## src/rtl/jtag_tdo_mux_reg_if.sv

```systemverilog
// TAP-side signal bundle for the JTAG TDO output stage.
// The master side is the TAP controller / register bank; the slave side is the output stage.
interface jtag_tdo_mux_reg_if #(
    parameter int NUM_DR = 3,
    parameter int CODE_W = 2,
    parameter int CNT_W  = 8
);
    logic [CODE_W-1:0] CODE;
    logic              UPDATE_IR;
    logic              SHIFT_IR;
    logic              SHIFT_DR;
    logic              IR_TDO;
    logic [NUM_DR-1:0] DR_TDO;
    logic              TDO;
    logic              TDO_EN;
    logic [CODE_W-1:0] SEL_CODE;
    logic [CNT_W-1:0]  SHIFT_CNT;
    logic              ERR;

    modport master (
        output CODE, UPDATE_IR, SHIFT_IR, SHIFT_DR, IR_TDO, DR_TDO,
        input  TDO, TDO_EN, SEL_CODE, SHIFT_CNT, ERR
    );

    modport slave (
        input  CODE, UPDATE_IR, SHIFT_IR, SHIFT_DR, IR_TDO, DR_TDO,
        output TDO, TDO_EN, SEL_CODE, SHIFT_CNT, ERR
    );
endinterface

```

## src/rtl/jtag_tdo_mux_reg.sv

```systemverilog
// JTAG TDO output stage: registered TDO/TDO_EN on falling TCK, private instruction copy,
// saturating shift-bit counter and sticky SHIFT_IR/SHIFT_DR collision flag.
module jtag_tdo_mux_reg #(
    parameter int NUM_DR     = 3,
    parameter int CODE_W     = 2,
    parameter int BYPASS_IDX = 0,
    parameter int RESET_CODE = 2,
    parameter int CNT_W      = 8
) (
    input logic              TCK,
    input logic              RST,
    jtag_tdo_mux_reg_if.slave bus
);
    localparam logic [CNT_W-1:0] CNT_MAX = {CNT_W{1'b1}};

    logic [CODE_W-1:0] sel_code;
    logic              tdo_q;
    logic              tdo_en_q;
    logic [CNT_W-1:0]  shift_cnt;
    logic              err_q;
    logic              dr_bit;
    logic              shifting;

    // Codes with no matching channel fall through to the bypass channel.
    always_comb begin
        dr_bit = bus.DR_TDO[BYPASS_IDX];
        for (int i = 0; i < NUM_DR; i++) begin
            if (int'(sel_code) == i) begin
                dr_bit = bus.DR_TDO[i];
            end
        end
    end

    assign shifting = bus.SHIFT_IR | bus.SHIFT_DR;

    always_ff @(negedge TCK or posedge RST) begin
        if (RST) begin
            sel_code  <= CODE_W'(RESET_CODE);
            tdo_q     <= 1'b0;
            tdo_en_q  <= 1'b0;
            shift_cnt <= '0;
            err_q     <= 1'b0;
        end else begin
            if (bus.UPDATE_IR) begin
                sel_code <= bus.CODE;
            end

            // dr_bit is built from sel_code before this edge's load.
            if (bus.SHIFT_IR) begin
                tdo_q    <= bus.IR_TDO;
                tdo_en_q <= 1'b1;
            end else if (bus.SHIFT_DR) begin
                tdo_q    <= dr_bit;
                tdo_en_q <= 1'b1;
            end else begin
                tdo_q    <= 1'b0;
                tdo_en_q <= 1'b0;
            end

            if (!shifting) begin
                shift_cnt <= '0;
            end else if (shift_cnt != CNT_MAX) begin
                shift_cnt <= shift_cnt + CNT_W'(1);
            end

            if (bus.SHIFT_IR && bus.SHIFT_DR) begin
                err_q <= 1'b1;
            end
        end
    end

    assign bus.TDO       = tdo_q;
    assign bus.TDO_EN    = tdo_en_q;
    assign bus.SEL_CODE  = sel_code;
    assign bus.SHIFT_CNT = shift_cnt;
    assign bus.ERR       = err_q;
endmodule

```

## src/flat_wrapper.sv

```systemverilog
// flat-port wrapper written by rule: the top's interface ports become plain ports
module jtag_tdo_mux_reg_flat 
#(
    parameter int NUM_DR     = 3,
    parameter int CODE_W     = 2,
    parameter int BYPASS_IDX = 0,
    parameter int RESET_CODE = 2,
    parameter int CNT_W      = 8
)
  (TCK, RST, bus_CODE, bus_UPDATE_IR, bus_SHIFT_IR, bus_SHIFT_DR, bus_IR_TDO, bus_DR_TDO, bus_TDO, bus_TDO_EN, bus_SEL_CODE, bus_SHIFT_CNT, bus_ERR);
  jtag_tdo_mux_reg_if #(.NUM_DR(NUM_DR), .CODE_W(CODE_W), .CNT_W(CNT_W)) bus_i ();
  input logic TCK;
  input logic RST;
  input wire logic [$bits(bus_i.CODE)-1:0] bus_CODE;
  input wire logic [$bits(bus_i.UPDATE_IR)-1:0] bus_UPDATE_IR;
  input wire logic [$bits(bus_i.SHIFT_IR)-1:0] bus_SHIFT_IR;
  input wire logic [$bits(bus_i.SHIFT_DR)-1:0] bus_SHIFT_DR;
  input wire logic [$bits(bus_i.IR_TDO)-1:0] bus_IR_TDO;
  input wire logic [$bits(bus_i.DR_TDO)-1:0] bus_DR_TDO;
  output wire logic [$bits(bus_i.TDO)-1:0] bus_TDO;
  output wire logic [$bits(bus_i.TDO_EN)-1:0] bus_TDO_EN;
  output wire logic [$bits(bus_i.SEL_CODE)-1:0] bus_SEL_CODE;
  output wire logic [$bits(bus_i.SHIFT_CNT)-1:0] bus_SHIFT_CNT;
  output wire logic [$bits(bus_i.ERR)-1:0] bus_ERR;
  assign bus_i.CODE = bus_CODE;
  assign bus_i.UPDATE_IR = bus_UPDATE_IR;
  assign bus_i.SHIFT_IR = bus_SHIFT_IR;
  assign bus_i.SHIFT_DR = bus_SHIFT_DR;
  assign bus_i.IR_TDO = bus_IR_TDO;
  assign bus_i.DR_TDO = bus_DR_TDO;
  assign bus_TDO = bus_i.TDO;
  assign bus_TDO_EN = bus_i.TDO_EN;
  assign bus_SEL_CODE = bus_i.SEL_CODE;
  assign bus_SHIFT_CNT = bus_i.SHIFT_CNT;
  assign bus_ERR = bus_i.ERR;
  jtag_tdo_mux_reg #(.NUM_DR(NUM_DR), .CODE_W(CODE_W), .BYPASS_IDX(BYPASS_IDX), .RESET_CODE(RESET_CODE), .CNT_W(CNT_W)) u_core (.TCK(TCK), .RST(RST), .bus(bus_i));
endmodule
```

## config.mk

```make
export PLATFORM = sky130hd
export DESIGN_NAME = jtag_tdo_mux_reg_flat
export DESIGN_NICKNAME = d
export VERILOG_FILES = /design/src/rtl/jtag_tdo_mux_reg_if.sv /design/src/rtl/jtag_tdo_mux_reg.sv /design/src/flat_wrapper.sv
export SDC_FILE = /design/constraint.sdc
export NUM_CORES = 1
export LEC_CHECK = 0
export CAP_MARGIN = 40
export CORE_MARGIN = 4
export CORE_UTILIZATION = 38
export CTS_CLUSTER_SIZE = 14
export DETAILED_ROUTE_END_ITERATION = 8
export PLACE_DENSITY = 0.73
export SETUP_SLACK_MARGIN = 0.05
export SLEW_MARGIN = 10
export SYNTH_ARGS = -nofsm -noshare
export SYNTH_HDL_FRONTEND = slang
export SYNTH_SLANG_ARGS = --single-unit
```

## constraint.sdc

```tcl
create_clock -name TCK -period 1.5 [get_ports TCK]
set_clock_uncertainty 0.15 [all_clocks]
set_input_delay 0.45 -clock TCK [delete_from_list [all_inputs] [get_ports TCK]]
set_output_delay 0.45 -clock TCK [all_outputs]
set_load 0.02 [all_outputs]
```

Word-level counts from Yosys, hierarchy flattened
Index checks and enable logic that the tools add are counted.
- word-level logic and storage cells: 20
- flip-flop bits (word level): 13
- output and inout port bits: 13
- input bits: 11
- equality and inequality tests: 4
- reduce and logical (&&, ||, !) cells: 1
- add/subtract/negate cells: 1
- muxes and demuxes: 8
- bitwise logic cells: 1
- operators by type and width (operator ; count):
    $mux W8 ; 2
    $add A8 B1 Y8 const B ; 1
    $ne A8 B8 Y1 const B ; 1
    $mux W1 ; 6
    $eq A2 B2 Y1 const B ; 2
    $ne A2 B2 Y1 const B ; 1
    $logic_and A1 B1 Y1 ; 1
    $or A1 B1 Y1 ; 1

Depth between registers and ports, before layout
- depth after elaboration: 5
- depth in mapped cells: 5
- mapped depth without buffers: 4

==> qor.csv <==
stage,metric,value,unit
sta,slew-limit-headroom,83.8,%
setup_path,r2r_slack,-0.07,ns
route,drt-total-wl,2.40,mm
cells_and_area,diodes,0,
setup_path,critPathCapture,bus_SEL_CODE[1],
yosys,syn_area,658,µm²
yosys,avgSynthCellArea,11.0,µm²
clocking,cts.htree.levels,1,
setup_path,cp.required,0.90,ns
route,num_vias,747,
setup_path,crit_buf_inv,1,
place,place_congestion,0.753,
sta,setup-violations-final,25,
sta,rsz0062_at_grt,true,
setup_path,crit_cells,1,
global_routing,grt_usage,21.3,%
global_routing,antenna_found_initial,0,
place,port-buffer-count,23,
clocking,clock_path_buffers,2,
setup_path,critPathArrivalTime,1.73,ns
yosys,yosysWarningCount,0,
setup_path,end_kind,output pin,
floorplanning,start_util,41.7,%
sta,tightest_slew,0.242,ns
floorplanning,dieArea,0.00246,mm²
power,vdd.ir_drop.worst,0.000778,V
floorplanning,die-height,49.6,µm
setup_path,max_stage_delay,0.53,ns
setup_path,reg2reg_depth,5,
route,drt_iter0_markers,27,
clocking,cts.sink_count,13,
route,vias_per_cell,5.88,
clocking,cts-root-buf,clkbuf_4,
setup_path,critPathLaunch,u_core.bus.SEL_CODE[1],
route,ant_nets,0,
global_routing,grt_pass1_wl,3.90,mm
route,drt-wirelength-per-cell,18.9,µm
cells_and_area,post_route_cells_drive_above_1_share,64.9,%
yosys,syn_inst,60,
route,drc,0,
clocking,ctsHoldBuffers,0,
power,leakagePower,0.596,nW
setup_path,startpoint_type,flop,
min_path,hold_path_class,reg -> reg,
floorplanning,core_area,0.00158,mm²
floorplanning,io_pins,24,
clocking,insertion_delay,0.34,ns
setup_path,critPathMaxFanout,2,
floorplanning,die_x,49.6,µm
clocking,cts_buffers,3,
yosys,yosysTopAreaCell,dfrtn_1,
yosys,synth_area_leaders,"dfrtn_1, mux2i_1, dfstp_2, a211oi_2, a31oi_1",
yosys,async_flop_share,100,%
sta,hold_violations,0,
sta,hold_ws,0.287,ns
setup_path,cp_slowest_cell,dfstp_2,
yosys,synth_cell_types,30,
cells_and_area,area_growth,95.8,%
power,power_density,1000,mW/mm²
yosys,ys_top_cells_by_count,"dfrtn_1, a31oi_1, mux2i_1",
setup_path,path_class,reg -> out,
sta,slew_viol_final,0,
setup_path,rr_endpoint,u_core.bus.SHIFT_CNT[5],
cells_and_area,fin_nets,124,
global_routing,grt_start_max_net_pins,9,
run,max_cap_violations,0,
sta,fin_ws,-0.832,ns
clocking,cts_tree,done,
yosys,synth.most_common_cell,dfrtn_1,
status,failed_checks,setup timing,
status,status,"complete, but fails checks",
yosys,synth_nets,72,
setup_path,crit_chain,buf_6,
setup_path,r2r-start,u_core.bus.SHIFT_CNT[1],
yosys,ys_ff_latch,13,
yosys,synth_top_cell_area_share,45.6,%
setup_path,cpLargestDelayFamily,flip-flops,
yosys,synth_edf_count,0,
place,hpwlAfterDp,1.34,mm
clocking,cts.clk_slew.worst_paths,0.07,ns
route,first_pass_iters,5,
yosys,ys.flop_type,dfrtn_1,
global_routing,overflow,0,
yosys,yosysSeqAreaShare,49.6,%
global_routing,grt_pass1_vias,745,
floorplanning,fp-row-count,14,
place,place_ws,-0.980,ns
[layout by cell type, fill, tap and decap left out, types with 2 or more instances in the layout]
| master | Yosys | routed |
|---|---|---|
| nand4_1 | 2 | 2 |
| o22ai_2 | 0 | 2 |
| mux2_4 | 0 | 2 |
| a21oi_2 | 1 | 2 |
| o21ai_1 | 0 | 2 |
| a211oi_2 | 2 | 2 |
| mux2i_1 | 4 | 3 |
| buf_4 | 0 | 19 |
| clkbuf_4 | 0 | 3 |
| dfrtn_1 | 12 | 12 |
| buf_6 | 1 | 21 |
| nand2_1 | 3 | 3 |
| a31oi_1 | 4 | 4 |
| buf_2 | 0 | 2 |
| nand3_1 | 3 | 2 |
| dlygate4sd2_1 | 0 | 2 |
| buf_8 | 0 | 2 |
| buf_12 | 0 | 2 |
| inv_1 | 3 | 2 |
| nor3_2 | 0 | 3 |
[cell type report]
class / instances / area, µm²
Inverter: 2 / 11.3
Multi-Input combinational cell: 42 / 392
Clock buffer: 3 / 22.5
Fill cell: 86 / 288
Tap cell: 16 / 20.0
Clock inverter: 2 / 7.51
Sequential cell: 13 / 327
Timing Repair Buffer: 49 / 509
[metrics by stage]
step                instance area [µm²]  util, %  setup TNS, ns  power, mW  std cells
finish                             1290     81.7         -10.71       1.29        127
global route                       1290     81.7         -11.25       1.36        127
CTS                                1240     78.6         -10.58       1.21        125
detailed placement                 1060     67.2         -26.31      0.900        114
global placement                   1060     67.2         -25.77      0.890        114
floorplan                           686        -          -7.99      0.646         60
[layer usage]
layer,GRT usage [%],routed length [µm],vias up
met5,0,0,-
met4,8.29,70,0
met3,3.92,136,11
met2,35.9,1200,43
met1,26.6,995,364
li1,-,-,329
[how the worst min path moves through the flow]
stage / startpoint / to / slack, ns / depth (start not counted)
5_1_grt: u_core.bus.ERR / u_core.bus.ERR / 0.32 / 1
2_1_floorplan: u_core.bus.ERR / u_core.bus.ERR / 0.38 / 1
4_1_cts: u_core.bus.ERR / u_core.bus.ERR / 0.29 / 1
3_5_place_dp: u_core.bus.ERR / u_core.bus.ERR / 0.27 / 1
6_report: u_core.bus.ERR / u_core.bus.ERR / 0.29 / 1
3_3_place_gp: u_core.bus.ERR / u_core.bus.ERR / 0.26 / 1
[power by group]
group	internal (mW)	leakage [nW]	switching, mW
clock	0.100	0.0245	0.143
combinational	0.332	0.411	0.282
sequential	0.405	0.160	0.0314
total	0.837	0.596	0.457
[repair_timing]
item                       in CTS  in global routing
setup buffers                   7                  2
pin swaps                       7                  5
setup endpoints to repair      39                 26
gates cloned                    1                  0
resized for setup             131                 10
[state kept, by name (all words and copies together) (netlist names)]
register and flops:
u_core.bus.TDO_EN 1, u_core.bus.SEL_CODE 2, u_core.bus.TDO 1, u_core.bus.ERR 1, u_core.bus.SHIFT_CNT 8
[cells by family after synthesis]
family	after synthesis	synth area share (%)
AND/OR/NAND/NOR	17	14.3
flip-flops	13	49.6
adder cells (fa/ha/maj)	1	1.90
multiplexers	6	9.51
AO/OA/AOI/OAI	18	20.5
buffers and inverters	5	4.18
(Power assumes the default switching activity.)
